--- config.mk ---
export PLATFORM = sky130hd
export DESIGN_NAME = uart_gpio_expander
export DESIGN_NICKNAME = d
export VERILOG_FILES = /design/src/rtl/uart_gpio_expander_pkg.sv /design/src/rtl/uart_gpio_expander_rx.sv /design/src/rtl/uart_gpio_expander.sv
export SDC_FILE = /design/constraint.sdc
export NUM_CORES = 1
export LEC_CHECK = 0
export BUFFER_PORTS_ARGS = -buffer_cell sky130_fd_sc_hd__buf_2
export CAP_MARGIN = 20
export CORE_AREA = 10 10 138 140
export DETAILED_ROUTE_END_ITERATION = 8
export DIE_AREA = 0 0 148 150
export MAX_ROUTING_LAYER = met4
export PLACE_DENSITY = 0.74
export SYNTH_ARGS = -nofsm -noshare
export SYNTH_HDL_FRONTEND = slang
export SYNTH_SLANG_ARGS = --single-unit
--- constraint.sdc ---
create_clock -name clk -period 2 [get_ports clk]
set_clock_uncertainty 0.15 [all_clocks]
set_input_delay 0.3 -clock clk [delete_from_list [all_inputs] [get_ports clk]]
set_output_delay 0.3 -clock clk [all_outputs]
set_load 0.01 [all_outputs]
--- src/rtl/uart_gpio_expander_pkg.sv ---
// ---------------------------------------------------------------------------
// uart_gpio_expander_pkg
// Shared constants and types for the UART-controlled GPIO expander:
// command opcodes, pin map, ASCII read responses and FSM state encodings.
// ---------------------------------------------------------------------------
package uart_gpio_expander_pkg;

  // Command opcodes carried in byte[7:5]
  localparam logic [2:0] OP_CLR = 3'd0;
  localparam logic [2:0] OP_SET = 3'd1;
  localparam logic [2:0] OP_OUT = 3'd2;
  localparam logic [2:0] OP_IN  = 3'd3;
  localparam logic [2:0] OP_RD  = 3'd4;

  // Pin map
  localparam int NUM_GPIO  = 30;
  localparam int GPIO_BASE = 2;
  localparam int RX_PIN    = 0;
  localparam int TX_PIN    = 1;

  // Read responses
  localparam logic [7:0] ASCII_0 = 8'h30;
  localparam logic [7:0] ASCII_1 = 8'h31;

  typedef enum logic [1:0] {
    RX_IDLE  = 2'd0,
    RX_START = 2'd1,
    RX_DATA  = 2'd2,
    RX_STOP  = 2'd3
  } rx_state_t;

  typedef enum logic [1:0] {
    TX_IDLE  = 2'd0,
    TX_START = 2'd1,
    TX_DATA  = 2'd2,
    TX_STOP  = 2'd3
  } tx_state_t;

  // Map a pin level onto its ASCII read response
  function automatic logic [7:0] ascii_bit(input logic b);
    return b ? ASCII_1 : ASCII_0;
  endfunction

endpackage

--- src/rtl/uart_gpio_expander_rx.sv ---
// ---------------------------------------------------------------------------
// fabric_uart_rx
// 8N1 UART receiver, LSB first, with a 2-flop input synchronizer.
// Ports:
//   clk, rst_n   : clock, asynchronous active-low reset
//   i_rx         : raw serial line (idle high)
//   o_rx_valid   : one-cycle pulse when a byte with a good stop bit arrives
//   o_rx_data    : received byte, valid while o_rx_valid is high
// ---------------------------------------------------------------------------
module fabric_uart_rx
  import uart_gpio_expander_pkg::*;
#(
  parameter int CLKS_PER_BIT = 16
) (
  input  logic       clk,
  input  logic       rst_n,
  input  logic       i_rx,
  output logic       o_rx_valid,
  output logic [7:0] o_rx_data
);

  localparam logic [15:0] HALF_M1 = 16'(CLKS_PER_BIT / 2 - 1);
  localparam logic [15:0] FULL_M1 = 16'(CLKS_PER_BIT - 1);

  logic        r_sync1, r_sync2;
  rx_state_t   r_state, w_state_nx;
  logic [15:0] r_cnt, w_cnt_nx;
  logic [2:0]  r_bit, w_bit_nx;
  logic [7:0]  r_shift, w_shift_nx;
  logic        r_ferr, w_ferr_nx;
  logic        r_valid, w_valid_nx;
  logic [7:0]  r_data, w_data_nx;

  // Two-flop synchronizer; resets to the idle (high) line level
  always_ff @(posedge clk or negedge rst_n) begin
    if (!rst_n) begin
      r_sync1 <= 1'b1;
      r_sync2 <= 1'b1;
    end else begin
      r_sync1 <= i_rx;
      r_sync2 <= r_sync1;
    end
  end

  // RX state and datapath registers
  always_ff @(posedge clk or negedge rst_n) begin
    if (!rst_n) begin
      r_state <= RX_IDLE;
      r_cnt   <= 16'd0;
      r_bit   <= 3'd0;
      r_shift <= 8'd0;
      r_ferr  <= 1'b0;
      r_valid <= 1'b0;
      r_data  <= 8'd0;
    end else begin
      r_state <= w_state_nx;
      r_cnt   <= w_cnt_nx;
      r_bit   <= w_bit_nx;
      r_shift <= w_shift_nx;
      r_ferr  <= w_ferr_nx;
      r_valid <= w_valid_nx;
      r_data  <= w_data_nx;
    end
  end

  // RX next-state: bits are sampled once per bit period at mid-bit
  always_comb begin
    w_state_nx = r_state;
    w_cnt_nx   = r_cnt;
    w_bit_nx   = r_bit;
    w_shift_nx = r_shift;
    w_ferr_nx  = r_ferr;
    w_valid_nx = 1'b0;
    w_data_nx  = r_data;
    case (r_state)
      RX_IDLE: begin
        w_cnt_nx = 16'd0;
        if (!r_sync2) begin
          w_state_nx = RX_START;
        end else begin
          w_state_nx = RX_IDLE;
        end
      end
      RX_START: begin
        if (r_cnt == HALF_M1) begin
          w_cnt_nx = 16'd0;
          // Line back high at mid start bit: treat as a glitch
          if (!r_sync2) begin
            w_state_nx = RX_DATA;
            w_bit_nx   = 3'd0;
          end else begin
            w_state_nx = RX_IDLE;
          end
        end else begin
          w_cnt_nx = r_cnt + 16'd1;
        end
      end
      RX_DATA: begin
        if (r_cnt == FULL_M1) begin
          w_cnt_nx   = 16'd0;
          w_shift_nx = {r_sync2, r_shift[7:1]};
          if (r_bit == 3'd7) begin
            w_state_nx = RX_STOP;
          end else begin
            w_bit_nx = r_bit + 3'd1;
          end
        end else begin
          w_cnt_nx = r_cnt + 16'd1;
        end
      end
      RX_STOP: begin
        if (r_ferr) begin
          // Framing error: park here until the line returns high
          if (r_sync2) begin
            w_state_nx = RX_IDLE;
            w_ferr_nx  = 1'b0;
          end else begin
            w_state_nx = RX_STOP;
          end
        end else if (r_cnt == FULL_M1) begin
          w_cnt_nx = 16'd0;
          if (r_sync2) begin
            w_valid_nx = 1'b1;
            w_data_nx  = r_shift;
            w_state_nx = RX_IDLE;
          end else begin
            w_ferr_nx = 1'b1;
          end
        end else begin
          w_cnt_nx = r_cnt + 16'd1;
        end
      end
      default: begin
        w_state_nx = RX_IDLE;
        w_cnt_nx   = 16'd0;
        w_ferr_nx  = 1'b0;
      end
    endcase
  end

  assign o_rx_valid = r_valid;
  assign o_rx_data  = r_data;

endmodule

--- src/rtl/uart_gpio_expander.sv ---
// ---------------------------------------------------------------------------
// uart_gpio_expander
// UART-controlled 30-bit GPIO expander. Each received byte is a command
// {op[2:0], idx[4:0]} that sets/clears an output, changes a pin direction
// or reads a pin back as ASCII '0'/'1' over the TX line.
// Ports:
//   clk, rst_n : clock, asynchronous active-low reset
//   io_in      : pad inputs   (io_in[0] = UART RX, io_in[31:2] = GPIO)
//   io_out     : pad outputs  (io_out[1] = UART TX, io_out[31:2] = GPIO)
//   io_oeb     : output-enable bar per pad (1 = input)
// ---------------------------------------------------------------------------
module uart_gpio_expander
  import uart_gpio_expander_pkg::*;
#(
  parameter int CLKS_PER_BIT = 16
) (
  input  logic        clk,
  input  logic        rst_n,
  input  logic [31:0] io_in,
  output logic [31:0] io_out,
  output logic [31:0] io_oeb
);

  localparam logic [15:0] FULL_M1 = 16'(CLKS_PER_BIT - 1);

  logic                w_rx_valid;
  logic [7:0]          w_rx_data;
  logic [2:0]          w_op;
  logic [4:0]          w_idx;
  logic                w_cmd;
  logic                w_rd_req;
  logic [7:0]          w_rd_byte;
  logic                w_unused_tx_in;

  logic [NUM_GPIO-1:0] r_gsync1, r_gsync2;
  logic [NUM_GPIO-1:0] r_gpio_out, r_gpio_oeb;

  tx_state_t           r_tx_state, w_tx_state_nx;
  logic [15:0]         r_tx_cnt, w_tx_cnt_nx;
  logic [2:0]          r_tx_bit, w_tx_bit_nx;
  logic [7:0]          r_tx_shift, w_tx_shift_nx;
  logic                r_tx_line, w_tx_line_nx;
  logic                r_pend_valid, w_pend_valid_nx;
  logic [7:0]          r_pend_data, w_pend_data_nx;
  logic                w_rd_taken;

  fabric_uart_rx #(.CLKS_PER_BIT(CLKS_PER_BIT)) u_rx (
    .clk        (clk),
    .rst_n      (rst_n),
    .i_rx       (io_in[RX_PIN]),
    .o_rx_valid (w_rx_valid),
    .o_rx_data  (w_rx_data)
  );

  // The TX pad is output-only; its input value is never looked at
  assign w_unused_tx_in = io_in[TX_PIN];

  assign w_op      = w_rx_data[7:5];
  assign w_idx     = w_rx_data[4:0];
  // idx 30/31 have no pin and are ignored entirely
  assign w_cmd     = w_rx_valid && (w_idx < 5'd30);
  assign w_rd_req  = w_cmd && (w_op == OP_RD);
  assign w_rd_byte = ascii_bit(r_gsync2[w_idx]);

  // GPIO input synchronizer
  always_ff @(posedge clk or negedge rst_n) begin
    if (!rst_n) begin
      r_gsync1 <= {NUM_GPIO{1'b0}};
      r_gsync2 <= {NUM_GPIO{1'b0}};
    end else begin
      r_gsync1 <= io_in[GPIO_BASE +: NUM_GPIO];
      r_gsync2 <= r_gsync1;
    end
  end

  // GPIO output and direction registers, updated by write/direction commands
  always_ff @(posedge clk or negedge rst_n) begin
    if (!rst_n) begin
      r_gpio_out <= {NUM_GPIO{1'b0}};
      r_gpio_oeb <= {NUM_GPIO{1'b1}};
    end else if (w_cmd) begin
      case (w_op)
        OP_CLR:  r_gpio_out[w_idx] <= 1'b0;
        OP_SET:  r_gpio_out[w_idx] <= 1'b1;
        OP_OUT:  r_gpio_oeb[w_idx] <= 1'b0;
        OP_IN:   r_gpio_oeb[w_idx] <= 1'b1;
        default: r_gpio_out <= r_gpio_out;
      endcase
    end else begin
      r_gpio_out <= r_gpio_out;
    end
  end

  // TX state, datapath and pending-response registers
  always_ff @(posedge clk or negedge rst_n) begin
    if (!rst_n) begin
      r_tx_state   <= TX_IDLE;
      r_tx_cnt     <= 16'd0;
      r_tx_bit     <= 3'd0;
      r_tx_shift   <= 8'd0;
      r_tx_line    <= 1'b1;
      r_pend_valid <= 1'b0;
      r_pend_data  <= 8'd0;
    end else begin
      r_tx_state   <= w_tx_state_nx;
      r_tx_cnt     <= w_tx_cnt_nx;
      r_tx_bit     <= w_tx_bit_nx;
      r_tx_shift   <= w_tx_shift_nx;
      r_tx_line    <= w_tx_line_nx;
      r_pend_valid <= w_pend_valid_nx;
      r_pend_data  <= w_pend_data_nx;
    end
  end

  // TX next-state; the line level is registered together with the state
  always_comb begin
    w_tx_state_nx   = r_tx_state;
    w_tx_cnt_nx     = r_tx_cnt;
    w_tx_bit_nx     = r_tx_bit;
    w_tx_shift_nx   = r_tx_shift;
    w_tx_line_nx    = r_tx_line;
    w_pend_valid_nx = r_pend_valid;
    w_pend_data_nx  = r_pend_data;
    w_rd_taken      = 1'b0;
    case (r_tx_state)
      TX_IDLE: begin
        w_tx_line_nx = 1'b1;
        if (w_rd_req) begin
          w_tx_state_nx = TX_START;
          w_tx_cnt_nx   = 16'd0;
          w_tx_shift_nx = w_rd_byte;
          w_tx_line_nx  = 1'b0;
          w_rd_taken    = 1'b1;
        end else begin
          w_tx_state_nx = TX_IDLE;
        end
      end
      TX_START: begin
        if (r_tx_cnt == FULL_M1) begin
          w_tx_cnt_nx   = 16'd0;
          w_tx_state_nx = TX_DATA;
          w_tx_bit_nx   = 3'd0;
          w_tx_line_nx  = r_tx_shift[0];
        end else begin
          w_tx_cnt_nx = r_tx_cnt + 16'd1;
        end
      end
      TX_DATA: begin
        if (r_tx_cnt == FULL_M1) begin
          w_tx_cnt_nx = 16'd0;
          if (r_tx_bit == 3'd7) begin
            w_tx_state_nx = TX_STOP;
            w_tx_line_nx  = 1'b1;
          end else begin
            w_tx_bit_nx   = r_tx_bit + 3'd1;
            w_tx_shift_nx = {1'b0, r_tx_shift[7:1]};
            w_tx_line_nx  = r_tx_shift[1];
          end
        end else begin
          w_tx_cnt_nx = r_tx_cnt + 16'd1;
        end
      end
      TX_STOP: begin
        if (r_tx_cnt == FULL_M1) begin
          w_tx_cnt_nx = 16'd0;
          // End of frame: the pending response goes first, then a read
          // arriving in this very cycle, else back to idle
          if (r_pend_valid) begin
            w_tx_state_nx   = TX_START;
            w_tx_shift_nx   = r_pend_data;
            w_tx_line_nx    = 1'b0;
            w_pend_valid_nx = 1'b0;
          end else if (w_rd_req) begin
            w_tx_state_nx = TX_START;
            w_tx_shift_nx = w_rd_byte;
            w_tx_line_nx  = 1'b0;
            w_rd_taken    = 1'b1;
          end else begin
            w_tx_state_nx = TX_IDLE;
          end
        end else begin
          w_tx_cnt_nx = r_tx_cnt + 16'd1;
        end
      end
      default: begin
        w_tx_state_nx = TX_IDLE;
        w_tx_cnt_nx   = 16'd0;
        w_tx_line_nx  = 1'b1;
      end
    endcase
    // A read the transmitter could not take goes to pending if there is room
    if (w_rd_req && !w_rd_taken && !w_pend_valid_nx) begin
      w_pend_valid_nx = 1'b1;
      w_pend_data_nx  = w_rd_byte;
    end else begin
      w_pend_data_nx = w_pend_data_nx;
    end
  end

  // RX pad is always an input driving 0; TX pad is always an output
  assign io_out = {r_gpio_out, r_tx_line, 1'b0};
  assign io_oeb = {r_gpio_oeb, 1'b0, 1'b1};

endmodule

==> Word level (Yosys, flattened, before mapping) <==
Cells that the tools add are included.
{ "classes": {"add_sub_neg": 4, "magnitude_cmp": 3, "n_eq_ne": 30, "mux": 68, "bitwise_logic": 6, "n_reduce_logical": 26} }
{ "ops": {"columns": ["operator", "n"], "rows": [
  ["$pmux 30 s2", 2],
  ["$mux 16", 5],
  ["$pmux 16 s4", 1],
  ["$and 30x30->30", 2],
  ["$or 30x30->30", 2],
  ["$mux 8", 5],
  ["$add 16x1->16 const B", 2],
  ["$eq 16x4->1 const B", 2],
  ["$pmux 16 s2", 1],
  ["$not 30->30", 1],
  ["$mux 2", 13],
  ["$mux 1", 25],
  ["$pmux 8 s3", 1],
  ["$mux 3", 7],
  ["$reduce_and 4->1", 5],
  ["$ne 2x2->1 const B", 9],
  ["$eq 16x3->1 const B", 1],
  ["$pmux 2 s4", 2],
  ["$pmux 3 s2", 2],
  ["$reduce_and 5->1", 2],
  ["$eq 3x3->1 const B", 3],
  ["$eq 2x2->1 const B", 4],
  ["$reduce_bool 2->1", 4],
  ["$add 3x1->3 const B", 2],
  ["21 further kinds", 34]
]} }
{ "word_totals": {"reg_bits": 200, "inputBits": 34, "output_inout_bits": 64, "wordCells": 157} }

==> Depth between registers and ports, before layout <==
Gate-level depths: netlist (run 1).
{ "logic_depth": {"ltp_word": 11, "depth_mapped": 8, "mapped_depth_nobuf": 7} }

==> Cells and area by module <==
Synthesis (run 1) repeated with hierarchy kept, for this count alone.
{ "unflattened": {"hier_cells": 751, "area_unflattened_um2": 8209.1} }
{ "by_module_without_submodules": {"columns": ["module", "instances", "cells_each", "area_per_inst_um2", "seq_area_each_um2"], "rows": [
  ["uart_gpio_expander", 1, 573, 6291.0, 3867.5],
  ["fabric_uart_rx", 1, 178, 1918.1, 1028.5]
]} }

==> Least setup slack after synthesis (run 1) <==
OpenSTA, ideal clock, no wires.
{ "synth_path": {"kind": "reg2reg", "start": "register r_tx_cnt[12]", "end": "register r_tx_shift[3]", "setup_ns": 0.121, "arrival_ns": 1.790, "required_ns": 1.729, "slack_ns": -0.061, "stages_incl_launch_ff": 7, "path_buffers": 0, "period_less_slack_ns": 2.061, "path_cell_list": "dfrtp_1 nor4_1 nand4_1 or2_1 a2bb2oi_1 a31o_1 a22o_1"} }
{ "synth_between": {"elab_chain_cells": 3, "word_cells_on_any_way": 4, "classes_between": "eq/ne: 3; reduce/logical: 1"} }
{ "synth_rtl": {"columns": ["element", "line", "source"], "rows": [
  ["from (decl)", "uart_gpio_expander.sv:39", "logic [15:0] r_tx_cnt, w_tx_cnt_nx;"],
  ["from (signal assigned)", "uart_gpio_expander.sv:106", "r_tx_cnt <= w_tx_cnt_nx;"],
  ["$eq 16x4->1 (*)", "uart_gpio_expander.sv:149, uart_gpio_expander.sv:164", null],
  ["$ne 2x2->1 (no line)", null, null],
  ["$reduce_and 4->1 (no line) (*)", null, null],
  ["to (signal assigned)", "uart_gpio_expander.sv:108", "r_tx_shift <= w_tx_shift_nx;"],
  ["to (decl)", "uart_gpio_expander.sv:41", "logic [7:0] r_tx_shift, w_tx_shift_nx;"]
]} }
Mark *: on every way between the ends. The rest lies on a longest branch, timed or not.
A chain may end at the register's enable or synchronous reset.

==> Worst setup path in the final report (run 1) <==
{ "layout_path": {"start": "register u_rx.r_cnt[14]", "end": "register u_rx.r_data[0], in the netlist u_rx.o_rx_data[0]"} }
{ "layout_between": {"elab_chain_cells": 2} }
{ "layout_rtl": {"columns": ["element", "line", "source"], "rows": [
  ["from (decl)", "uart_gpio_expander_rx.sv:27", "logic [15:0] r_cnt, w_cnt_nx;"],
  ["from (signal assigned)", "uart_gpio_expander_rx.sv:57", "r_cnt <= w_cnt_nx;"],
  ["$eq 16x4->1", "uart_gpio_expander_rx.sv:120", "end else if (r_cnt == FULL_M1) begin"],
  ["$reduce_and 4->1 (no line)", null, null],
  ["to (signal assigned)", "uart_gpio_expander_rx.sv:62", "r_data <= w_data_nx;"],
  ["to (decl)", "uart_gpio_expander_rx.sv:32", "logic [7:0] r_data, w_data_nx;"]
]} }
No other way between the ends.

==> flow_metrics.env, run 1 <==
export IMPL_drcViolationCount=0
export IMPL_drt_initial_drc_count=396
export IMPL_worst_endpoint_arrival_ps=2310
export IMPL_initial_utilization=0.509
export IMPL_holdWs_ps=198
export IMPL_via_to_cell_ratio=5.34
export IMPL_post_route_period_util=1.07
export IMPL_synth_top_family_by_area="simple AND/OR/NAND/NOR gates"
export IMPL_cts_htree_levels=4
export IMPL_crit_path_end_kind="flop"
export IMPL_pwr_dens_nw_per_um2=724
export IMPL_simple_gate_share_of_the_synthesized_area=0.144
export IMPL_worst_setup_hold_path_clk_slew_ps=70
export IMPL_mappedNetlistArea_um2=8320
export IMPL_final_setup_worst_slack_ps=-135
export IMPL_muxShareOfSynthArea=0.0902
export IMPL_cts_root_buffer_cell="clkbuf_16"
export IMPL_nFillCells=1178
export IMPL_fin_tns_setup_ps=-2930
export IMPL_post_synth_fa_ha_maj_area_fraction=0.0226
export IMPL_critPathKind="flop to flop"
export IMPL_grt_start_max_net_pins=59
export IMPL_total_leakage_power_nw=5.23
export IMPL_die_span_y_um=150
export IMPL_cts_inserted_buffers=17
export IMPL_power_ir_vdd_worst_v=0.000636
export IMPL_gpl_final_weighted_congestion=0.881
export IMPL_num_nets_final=1013
export IMPL_global_route_usage_met2=0.305
export IMPL_slew_limit_headroom=0.636
export IMPL_synth_yosys_seq_area_share=0.588
export IMPL_maximum_count_of_clock_buffers_along_a_single_path=2
export IMPL_rsz_0062_raised_after_global_routing="true"
export IMPL_cap_viol_max_count=0
export IMPL_cts_tree="done"
export IMPL_drive_above_1_share=0.408
export IMPL_boundaryPins=98
export IMPL_netlist_instances=732
export IMPL_finalSetupViolations=33
export IMPL_post_synthesis_register_bit_count=194
export IMPL_final_antenna_net_count=0
export IMPL_utilization=0.681
export IMPL_antenna_violations_before_repair=0
export IMPL_period_minus_slack_ps=2140
export IMPL_multiInputGateArea_um2=3530
export IMPL_portBuffers=93
export IMPL_synth_compound_gate_area_share=0.111
export IMPL_drtPass1Iterations=5
export IMPL_worst_margin_pin_slew_ps=542
export IMPL_busiest_layer="met2"
export IMPL_clkLatencyLatePin_ps=450
export IMPL_critPathMaxFanout=8
export IMPL_grt_first_pass_wirelength_um=32800
export IMPL_insertedDiodeCount=0
export IMPL_crit_path_launch_type="flop"
export IMPL_groute_layer_met3_usage=0.0565
export IMPL_yosys_warnings=0
export IMPL_worst_ep_required_time_ps=2170
export IMPL_grt_use_met1=0.226
export IMPL_core_rowCount=47
export IMPL_core_area_um2=16300
export IMPL_final_max_slew_violation_count=0
export IMPL_dpl_hpwl_um=13600
export IMPL_clkSinkCount=194
export IMPL_chipWidth_um=148
export IMPL_avgSynthCellArea_um2=11.4
export IMPL_grt_usage=0.190
export IMPL_detail_route_wl_per_cell_um=17.0
export IMPL_netlist_area_leader_share=0.484
export IMPL_dominant_cell_type_by_area_after_synthesis="dfrtp_1"
export IMPL_grt_total_ovfl=0
export IMPL_fp_dieArea_um2=22200
export IMPL_ys_flop_type="dfrtp_1"
export IMPL_drt_total_wl_um=20400
export IMPL_netlist_top_cells_area="dfrtp_1, dfstp_2, mux2_2"
export IMPL_maxClockFrequency_mhz=468
export IMPL_outcome="finished with violations"
export IMPL_placement_setup_worst_slack_ps=-203
export IMPL_area_growth_synth_to_final_pct=33.8
export IMPL_area_sequential_um2=4900
export IMPL_first_global_vias=6428
export IMPL_routed_via_count=6390
export IMPL_hold_path_class="flop to flop"
export IMPL_synthArstFlopShare=1.00
export IMPL_failed_checks="negative setup slack"
export IMPL_synth_cell_types=60
export IMPL_timing_hold_violations_final=0
export IMPL_synthXorXnorAreaFrac=0.0147
export IMPL_number_of_flops_mapped_to_enable_cells_by_yosys=0
-- path summary, 6_finish.rpt --
| path | startpoint | end | slack (ps) | cells after the start |
|---|---|---|---|---|
| min in group asynchronous | rst_n | r_gsync1[10] | 250 | 2 |
| max | u_rx.r_cnt[14] | u_rx.o_rx_data[0] | -140 | 6 |
| max in group asynchronous | rst_n | u_rx.r_sync1 | 770 | 3 |
| min | r_gsync1[24] | r_gsync2[24] | 200 | 0 |
| min reg2reg | r_gsync1[24] | r_gsync2[24] | 200 | 0 |
| max reg2reg | u_rx.r_cnt[14] | u_rx.o_rx_data[0] | -140 | 6 |
-- cells in the mapped netlist, drive strengths merged, types with 4 or more instances --
library cell and number:
and2 6, o22ai 4, a31oi 9, ha 15, nor3 10, xnor2 7
mux2i 12, dfrtp 161, nand3 14, nor4 9, a21oi 12, o31ai 20
and3 10, clkbuf 22, buf 13, nor2 59, a22o 9, o21a 6
o21ai 70, dfstp 33, xor2 7, nand2b 7, nand3b 4, nand2 90
inv 15, nand4 12, mux2 52, nor2b 6
-- metal layers --
| layer | part of all wire | wire length (um) |
|---|---|---|
| met1 | 0.43 | 8830 |
| met3 | 0.055 | 1130 |
| met5 | 0 | 0 |
| met4 | 0.017 | 346 |
| met2 | 0.49 | 10100 |
-- critical path, cell delays in order, from the launching register on --
cell	delay, ps
dfrtp_1	410
nor4_2	330
nand4_1	150
or2_1	240
or3_1	320
buf_6	150
mux2_2	270
-- power by group --
part | switching [mW] | internal, mW
Combinational | 0.390 | 0.387
Sequential | 0.0566 | 4.03
Clock | 1.52 | 1.68
-- area by class of cell --
type	instances	share of cell area
clock inverter	13	0.00922
inverter	15	0.00506
timing repair buffer	246	0.163
clock buffer	19	0.0407
multi-input combinational	490	0.317
sequential	194	0.440
tap	220	0.0247
-- what timing repair did --
| item | CTS | global route |
|---|---|---|
| hold buffers | 32 | 0 |
| pin swaps | 19 | 29 |
| endpoints found under the hold margin | 72 | 0 |
| endpoints found under the setup margin | 67 | 94 |
| gates resized for setup | 41 | 62 |
| buffers inserted | 8 | 2 |
| cloned | 0 | 2 |
-- stage by stage --
stage,power [mW],cell area (um2),std cells
3_3_place_gp,4.76,9810,1123
4_1_cts,8.09,10900,1194
2_1_floorplan,4.47,8350,733
6_report,8.06,11100,1197
5_1_grt,8.39,11100,1197
3_5_place_dp,4.77,9810,1123
-- kinds of logic (layout without fill, tap and decap cells) --
family / after synthesis / count (layout)
and+or+nand+nor: 245 / 246
DFF: 194 / 194
AOI/OAI and AO/OA: 146 / 146
muxes: 66 / 66
buffers and inverters: 50 / 293
adders and majority gates: 15 / 15
xor gates and xnor gates: 14 / 14
other: 2 / 3
-- placed cells by master, fill, tap and decap left out, types with 10 or more instances in the layout --
cell type | Yosys | layout
a21oi_1 | 12 | 10
buf_2 | 6 | 92
buf_4 | 5 | 106
clkbuf_16 | 0 | 18
dfrtp_1 | 161 | 161
dfstp_2 | 33 | 33
dlygate4sd3_1 | 0 | 32
ha_1 | 15 | 12
inv_1 | 15 | 14
mux2_2 | 51 | 48
nand2_1 | 90 | 85
nand3_1 | 14 | 12
nand4_1 | 12 | 12
nor2_1 | 58 | 52
o21ai_0 | 62 | 46
o21ai_1 | 8 | 20
o31ai_1 | 20 | 17
Power figures use the tool's default switching activity.
==> inputs of run 2 (changes only) <==
PLACE_DENSITY = 0.77   (was 0.74)
==> run 2 against run 1 <==
Highest routed layer unchanged. Cell count up 0.25%. The run still ends with negative setup slack left. Sequential share of layout area down 0.94 points. Die area unchanged. Critical path type unchanged.
==> flow_metrics.env, run 2 (same netlist as run 1, synthesis figures left out) <==
export IMPL_drtPass1Iterations=5
export IMPL_clkLatencyLatePin_ps=430
export IMPL_num_nets_final=1016
export IMPL_core_rowCount=47
export IMPL_total_leakage_power_nw=5.30
export IMPL_fin_tns_setup_ps=-2660
export IMPL_final_setup_worst_slack_ps=-151
export IMPL_grt_usage=0.186
export IMPL_pwr_dens_nw_per_um2=709
export IMPL_post_route_period_util=1.08
export IMPL_via_to_cell_ratio=5.45
export IMPL_die_span_y_um=150
export IMPL_design_area_um2=11400
export IMPL_post_dp_cell_area_um2=9800
export IMPL_fp_dieArea_um2=22200
export IMPL_min_to="r_gsync2[19]"
export IMPL_grt_first_pass_wirelength_um=32700
export IMPL_initial_utilization=0.509
export IMPL_portBuffers=93
export IMPL_reg2reg_slack_ps=-150
export IMPL_reg2regPathDepth=6
export IMPL_grt_total_ovfl=0
export IMPL_finalSetupViolations=38
export IMPL_insertedDiodeCount=0
export IMPL_drcViolationCount=0
export IMPL_grt_start_max_net_pins=60
export IMPL_dpl_hpwl_um=13300
export IMPL_final_antenna_net_count=0
export IMPL_cts_tree="done"
export IMPL_post_layout_total_power_mw=8.07
export IMPL_failed_checks="negative setup slack"
export IMPL_core_area_um2=16300
export IMPL_outcome="finished with violations"
export IMPL_power_ir_vdd_worst_v=0.000631
export IMPL_period_minus_slack_ps=2150
export IMPL_area_growth_synth_to_final_pct=36.8
export IMPL_hold_path_class="flop to flop"
export IMPL_final_common_cell="dfrtp_1"
export IMPL_cts_inserted_buffers=17
export IMPL_cap_viol_max_count=0
export IMPL_whs_path_depth=0
export IMPL_crit_path_end_kind="flop"
export IMPL_crit_start="r_tx_cnt[7]"
export IMPL_worstHoldStart="r_gsync1[19]"
export IMPL_timing_hold_violations_final=0
export IMPL_routed_via_count=6545
export IMPL_drt_total_wl_um=21100
export IMPL_critPathMaxFanout=5
export IMPL_antenna_violations_before_repair=0
export IMPL_worst_ep_required_time_ps=2180
export IMPL_drive_above_1_share=0.437
export IMPL_timing_rr_end="r_tx_shift[3]"
export IMPL_final_max_slew_violation_count=0
export IMPL_gpl_final_weighted_congestion=0.867
export IMPL_first_global_vias=6560
export IMPL_worst_setup_hold_path_clk_slew_ps=70
export IMPL_mostFrequentLayoutCells="dfrtp_1, buf_4, buf_2"
export IMPL_cts_htree_levels=4
export IMPL_boundaryPins=98
export IMPL_reg2reg_from="r_tx_cnt[7]"
export IMPL_clkSinkCount=194
export IMPL_drt_initial_drc_count=499
export IMPL_worst_endpoint_arrival_ps=2330
export IMPL_chipWidth_um=148
export IMPL_maxClockFrequency_mhz=465
export IMPL_critPathKind="flop to flop"
export IMPL_detail_route_wl_per_cell_um=17.6
export IMPL_crit_path_launch_type="flop"
export IMPL_cts_root_buffer_cell="clkbuf_16"
export IMPL_nFillCells=1114
export IMPL_maximum_count_of_clock_buffers_along_a_single_path=2
export IMPL_rsz_0062_raised_after_global_routing="true"
==> run 2: cell count changes in the layout (fill, tap and decap cells not counted), moves of 4 or more <==
cell	before	now
nor2_1	52	45
nor2_2	5	12
mux2i_4	0	4
buf_6	8	13
nand2_1	85	81
o21ai_2	4	8
o21ai_0	46	42
==> run 2: metrics by stage <==
stage | setup slack, ps | utilization | instances | hold WS (ps)
2_1_floorplan | -30.3 | - | 733 | -146
3_3_place_gp | -256 | 0.599 | 1120 | 164
3_5_place_dp | -247 | 0.599 | 1120 | 167
4_1_cts | -100 | 0.668 | 1193 | 201
5_1_grt | -256 | 0.696 | 1200 | 206
6_report | -151 | 0.696 | 1200 | 196
==> run 2: worst max-delay path, stage by stage (launching register included) <==
cell and delay, ps:
dfrtp_1 420, nor4_4 380, nand4_1 210, or2_1 290, a2bb2oi_2 150, a31o_4 240
a22o_1 210
==> run 2: layout make-up <==
class,count,area (um2),share of cell area
repair buffers,249,1870,0.165
well taps,220,275,0.0242
multi-input cells,490,3730,0.328
clock buffers,21,450,0.0396
inverters,15,58.8,0.00517
flip-flops and latches,194,4900,0.430
clock inverters,11,95.1,0.00835
==> run 2: report_power, final <==
part	internal (mW)	leakage, nW	switching (mW)
Clock	1.66	0.258	1.54
Sequential	4.03	2.44	0.0557
Combinational	0.384	2.60	0.410
==> run 2: repair_timing <==
action                     CTS  global route
gates cloned                 0             2
resized for setup           47           104
hold buffers                32             0
hold endpoints to repair    77             0
setup endpoints to repair   94           102
buffers inserted            10             5
pin swaps                   18            42
==> run 2: worst max path at each step <==
stage	slack, ps	cells past startpoint	to
finish	-150	6	r_tx_shift[3]
global route	-260	9	r_tx_shift[0]
CTS	-100	7	r_tx_shift[3]
detailed placement	-250	8	r_tx_shift[0]
global placement	-260	8	r_tx_shift[0]
floorplan	-30	6	u_rx.r_state[0]
==> run 2: routing by layer <==
metal | routed length [um] | track usage | up-vias
met1 | 8810 | 0.232 | 3255
met3 | 1050 | 0.0417 | 42
met5 | 0 | - | -
met4 | 482 | 0.0600 | 0
met2 | 10800 | 0.296 | 200
li1 | - | - | 3048
==> inputs of run 3 (changes only) <==
CORE_AREA = 10 10 137 139   (was 10 10 138 140)
DIE_AREA = 0 0 147 149   (was 0 0 148 150)
SYNTH_HIERARCHICAL = 1   (was not set)
==> run 3 against run 2 <==
The flow still finishes with violations (negative setup slack). Sequential share of layout area grew 0.38 points. Total power up 9.7%. Flip-flop and latch count unchanged. Combinational power increased by 30%. First-iteration DRC count up 38%. Worst hold slack lost 6.3 ps. Setup slack worse by 360 ps. Wire length increased by 4.0%. Sequential power grew 3%. Area after synthesis shrank 1.4%. Final area decreased by 0.89%. Register-to-register slack got worse by 360 ps.
==> flow_metrics.env, run 3 <==
export IMPL_crit_path_launch_type="flop"
export IMPL_period_minus_slack_ps=2510
export IMPL_worst_endpoint_arrival_ps=2690
export IMPL_sequential_power_share=0.476
export IMPL_worst_setup_hold_path_clk_slew_ps=80
export IMPL_multiInputGateArea_um2=3520
export IMPL_synthXorXnorAreaFrac=0.00854
export IMPL_die_span_y_um=149
export IMPL_yosys_warnings=6
export IMPL_final_antenna_net_count=0
export IMPL_clkLatencyLatePin_ps=440
export IMPL_dominant_cell_type_by_area_after_synthesis="dfrtp_1"
export IMPL_cts_root_buffer_cell="clkbuf_16"
export IMPL_boundaryPins=98
export IMPL_synthArstFlopShare=1.00
export IMPL_crit_path_top_delay_cell="or4_4"
export IMPL_pwr_dens_nw_per_um2=785
export IMPL_detail_route_wl_per_cell_um=17.9
export IMPL_grt_first_pass_wirelength_um=33800
export IMPL_maximum_count_of_clock_buffers_along_a_single_path=2
export IMPL_core_area_um2=16200
export IMPL_antenna_violations_before_repair=0
export IMPL_netlist_top_cells_area="dfrtp_1, dfstp_2, o21ai_0"
export IMPL_outcome="finished with violations"
export IMPL_simple_gate_share_of_the_synthesized_area=0.164
export IMPL_routed_via_count=6814
export IMPL_area_growth_synth_to_final_pct=37.4
export IMPL_cts_tree="done"
export IMPL_critPathKind="flop to flop"
export IMPL_via_to_cell_ratio=5.56
export IMPL_post_synth_fa_ha_maj_area_fraction=0.0168
export IMPL_synth_top_family_by_area="simple AND/OR/NAND/NOR gates"
export IMPL_cp_slowest_stage_delay_ps=590
export IMPL_number_of_flops_mapped_to_enable_cells_by_yosys=0
export IMPL_drt_initial_drc_count=689
export IMPL_pint_mw=6.52
export IMPL_switching_power_mw=2.34
export IMPL_cts_htree_levels=4
export IMPL_muxShareOfSynthArea=0.0543
export IMPL_final_max_slew_violation_count=0
export IMPL_grt_start_max_net_pins=50
export IMPL_dpl_hpwl_um=13300
export IMPL_failed_checks="negative setup slack"
export IMPL_switching_share=0.264
export IMPL_mostFrequentLayoutCells="dfrtp_1, nand2_1, buf_4"
export IMPL_total_leakage_power_nw=5.12
export IMPL_drtPass1Iterations=5
export IMPL_cap_viol_max_count=0
export IMPL_ys_flop_type="dfrtp_1"
export IMPL_num_nets_final=1037
export IMPL_post_synthesis_register_bit_count=194
export IMPL_drive_above_1_share=0.388
export IMPL_path_common_cell="or4_4"
export IMPL_timing_hold_violations_final=0
export IMPL_synth_most_common_cell="dfrtp_1"
export IMPL_placement_setup_worst_slack_ps=-441
export IMPL_rsz_0062_raised_after_global_routing="true"
export IMPL_hold_path_class="flop to flop"
export IMPL_worst_ep_required_time_ps=2180
export IMPL_synth_cell_types=58
export IMPL_crit_path_end_kind="flop"
export IMPL_post_layout_total_power_mw=8.86
export IMPL_first_global_vias=6716
export IMPL_initial_utilization=0.508
export IMPL_maxClockFrequency_mhz=398
export IMPL_insertedDiodeCount=0
export IMPL_mappedNetlistArea_um2=8210
export IMPL_final_common_cell="dfrtp_1"
export IMPL_chipWidth_um=147
export IMPL_clkSinkCount=194
export IMPL_netlist_instances=751
export IMPL_fp_dieArea_um2=21900
export IMPL_cts_inserted_buffers=17
export IMPL_p_comb_frac=0.116
export IMPL_final_setup_worst_slack_ps=-511
export IMPL_gpl_final_weighted_congestion=0.874
export IMPL_avgSynthCellArea_um2=10.9
export IMPL_nFillCells=1062
export IMPL_drcViolationCount=0
export IMPL_clock_network_fraction_of_design_power=0.408
export IMPL_grt_usage=0.194
export IMPL_grt_total_ovfl=0
export IMPL_synth_top_cells_by_count="dfrtp_1, nand2_1, o21ai_0"
export IMPL_critical_path_cell_chain="or4_4 -> or4_4 -> nor3_4 -> buf_12 -> mux2_4"
export IMPL_utilization=0.698
export IMPL_post_route_period_util=1.26
export IMPL_core_rowCount=47
export IMPL_synth_yosys_seq_area_share=0.596
export IMPL_synth_compound_gate_area_share=0.133
export IMPL_portBuffers=93
export IMPL_power_ir_vdd_worst_v=0.000698
export IMPL_drt_total_wl_um=22000
export IMPL_netlist_area_leader_share=0.491
export IMPL_finalSetupViolations=63
export IMPL_area_sequential_um2=4900
export IMPL_critPathMaxFanout=8
run 3: final cells by class:
cell class | count | area share
Clock buffer | 18 | 0.0380
Clock inverter | 14 | 0.0186
Inverter | 14 | 0.00499
Multi-Input combinational cell | 514 | 0.312
Sequential cell | 194 | 0.434
Tap cell | 220 | 0.0244
Timing Repair Buffer | 251 | 0.168
run 3: worst paths after layout:
path	end	depth (start not counted)	slack, ps	startpoint
setup / recovery	u_rx/o_rx_data[2]	5	-510	u_rx/r_cnt[5]
hold / removal	r_gsync2[14]	0	190	r_gsync1[14]
setup reg to reg	u_rx/o_rx_data[2]	5	-510	u_rx/r_cnt[5]
hold reg to reg	r_gsync2[14]	0	190	r_gsync1[14]
max in group asynchronous	async pin	3	850	rst_n
min in group asynchronous	r_tx_cnt[7]	2	220	rst_n
run 3: power by group through the flow:
stage	clock network (mW)	registers (mW)	logic, mW
4_1_cts	3.64	4.21	0.874
5_1_grt	3.83	4.23	1.12
3_5_place_dp	0	4.27	0.767
2_1_floorplan	0	4.26	0.370
6_report	3.61	4.22	1.03
3_3_place_gp	0	4.26	0.746
run 3: kinds of logic after synthesis:
kind of cell | count (synthesis)
buf+inv | 47
other cells | 2
simple gates | 269
xor+xnor | 8
mux | 39
compound gates | 181
flops | 194
fa+ha+maj | 11
run 3: what timing repair did:
| item | 4_1_cts | 5_1_grt |
|---|---|---|
| endpoints found under the hold margin | 75 | 0 |
| setup buffers | 7 | 14 |
| endpoints found under the setup margin | 65 | 72 |
| pin swaps | 11 | 39 |
| gates cloned | 2 | 2 |
| hold buffers | 32 | 0 |
| gates resized for setup | 49 | 87 |
run 3: routing by layer:
layer / vias to the layer above / global-route usage / share of wire
li1: 3163 / - / -
met4: 0 / 0.0515 / 0.020
met1: 3418 / 0.235 / 0.43
met3: 31 / 0.0498 / 0.049
met5: - / - / 0
met2: 202 / 0.318 / 0.50
run 3: through the flow:
| stage | instances | hold slack [ps] | cell area [um2] | TNS, ps |
|---|---|---|---|---|
| floorplan | 752 | -146 | 8240 | -11650 |
| finish | 1225 | 189 | 11300 | -16580 |
| detailed placement | 1137 | 139 | 9680 | -15310 |
| global route | 1225 | 201 | 11300 | -20170 |
| global placement | 1137 | 135 | 9680 | -13440 |
| CTS | 1210 | 199 | 10900 | -11500 |
run 3: critical path, delay by kind of cell, from the launching register on:
kind | cells | cell delay [ps]
multiplexers | 1 | 300
buffers and inverters | 1 | 160
flip-flops | 1 | 410
AND/OR/NAND/NOR | 3 | 1380
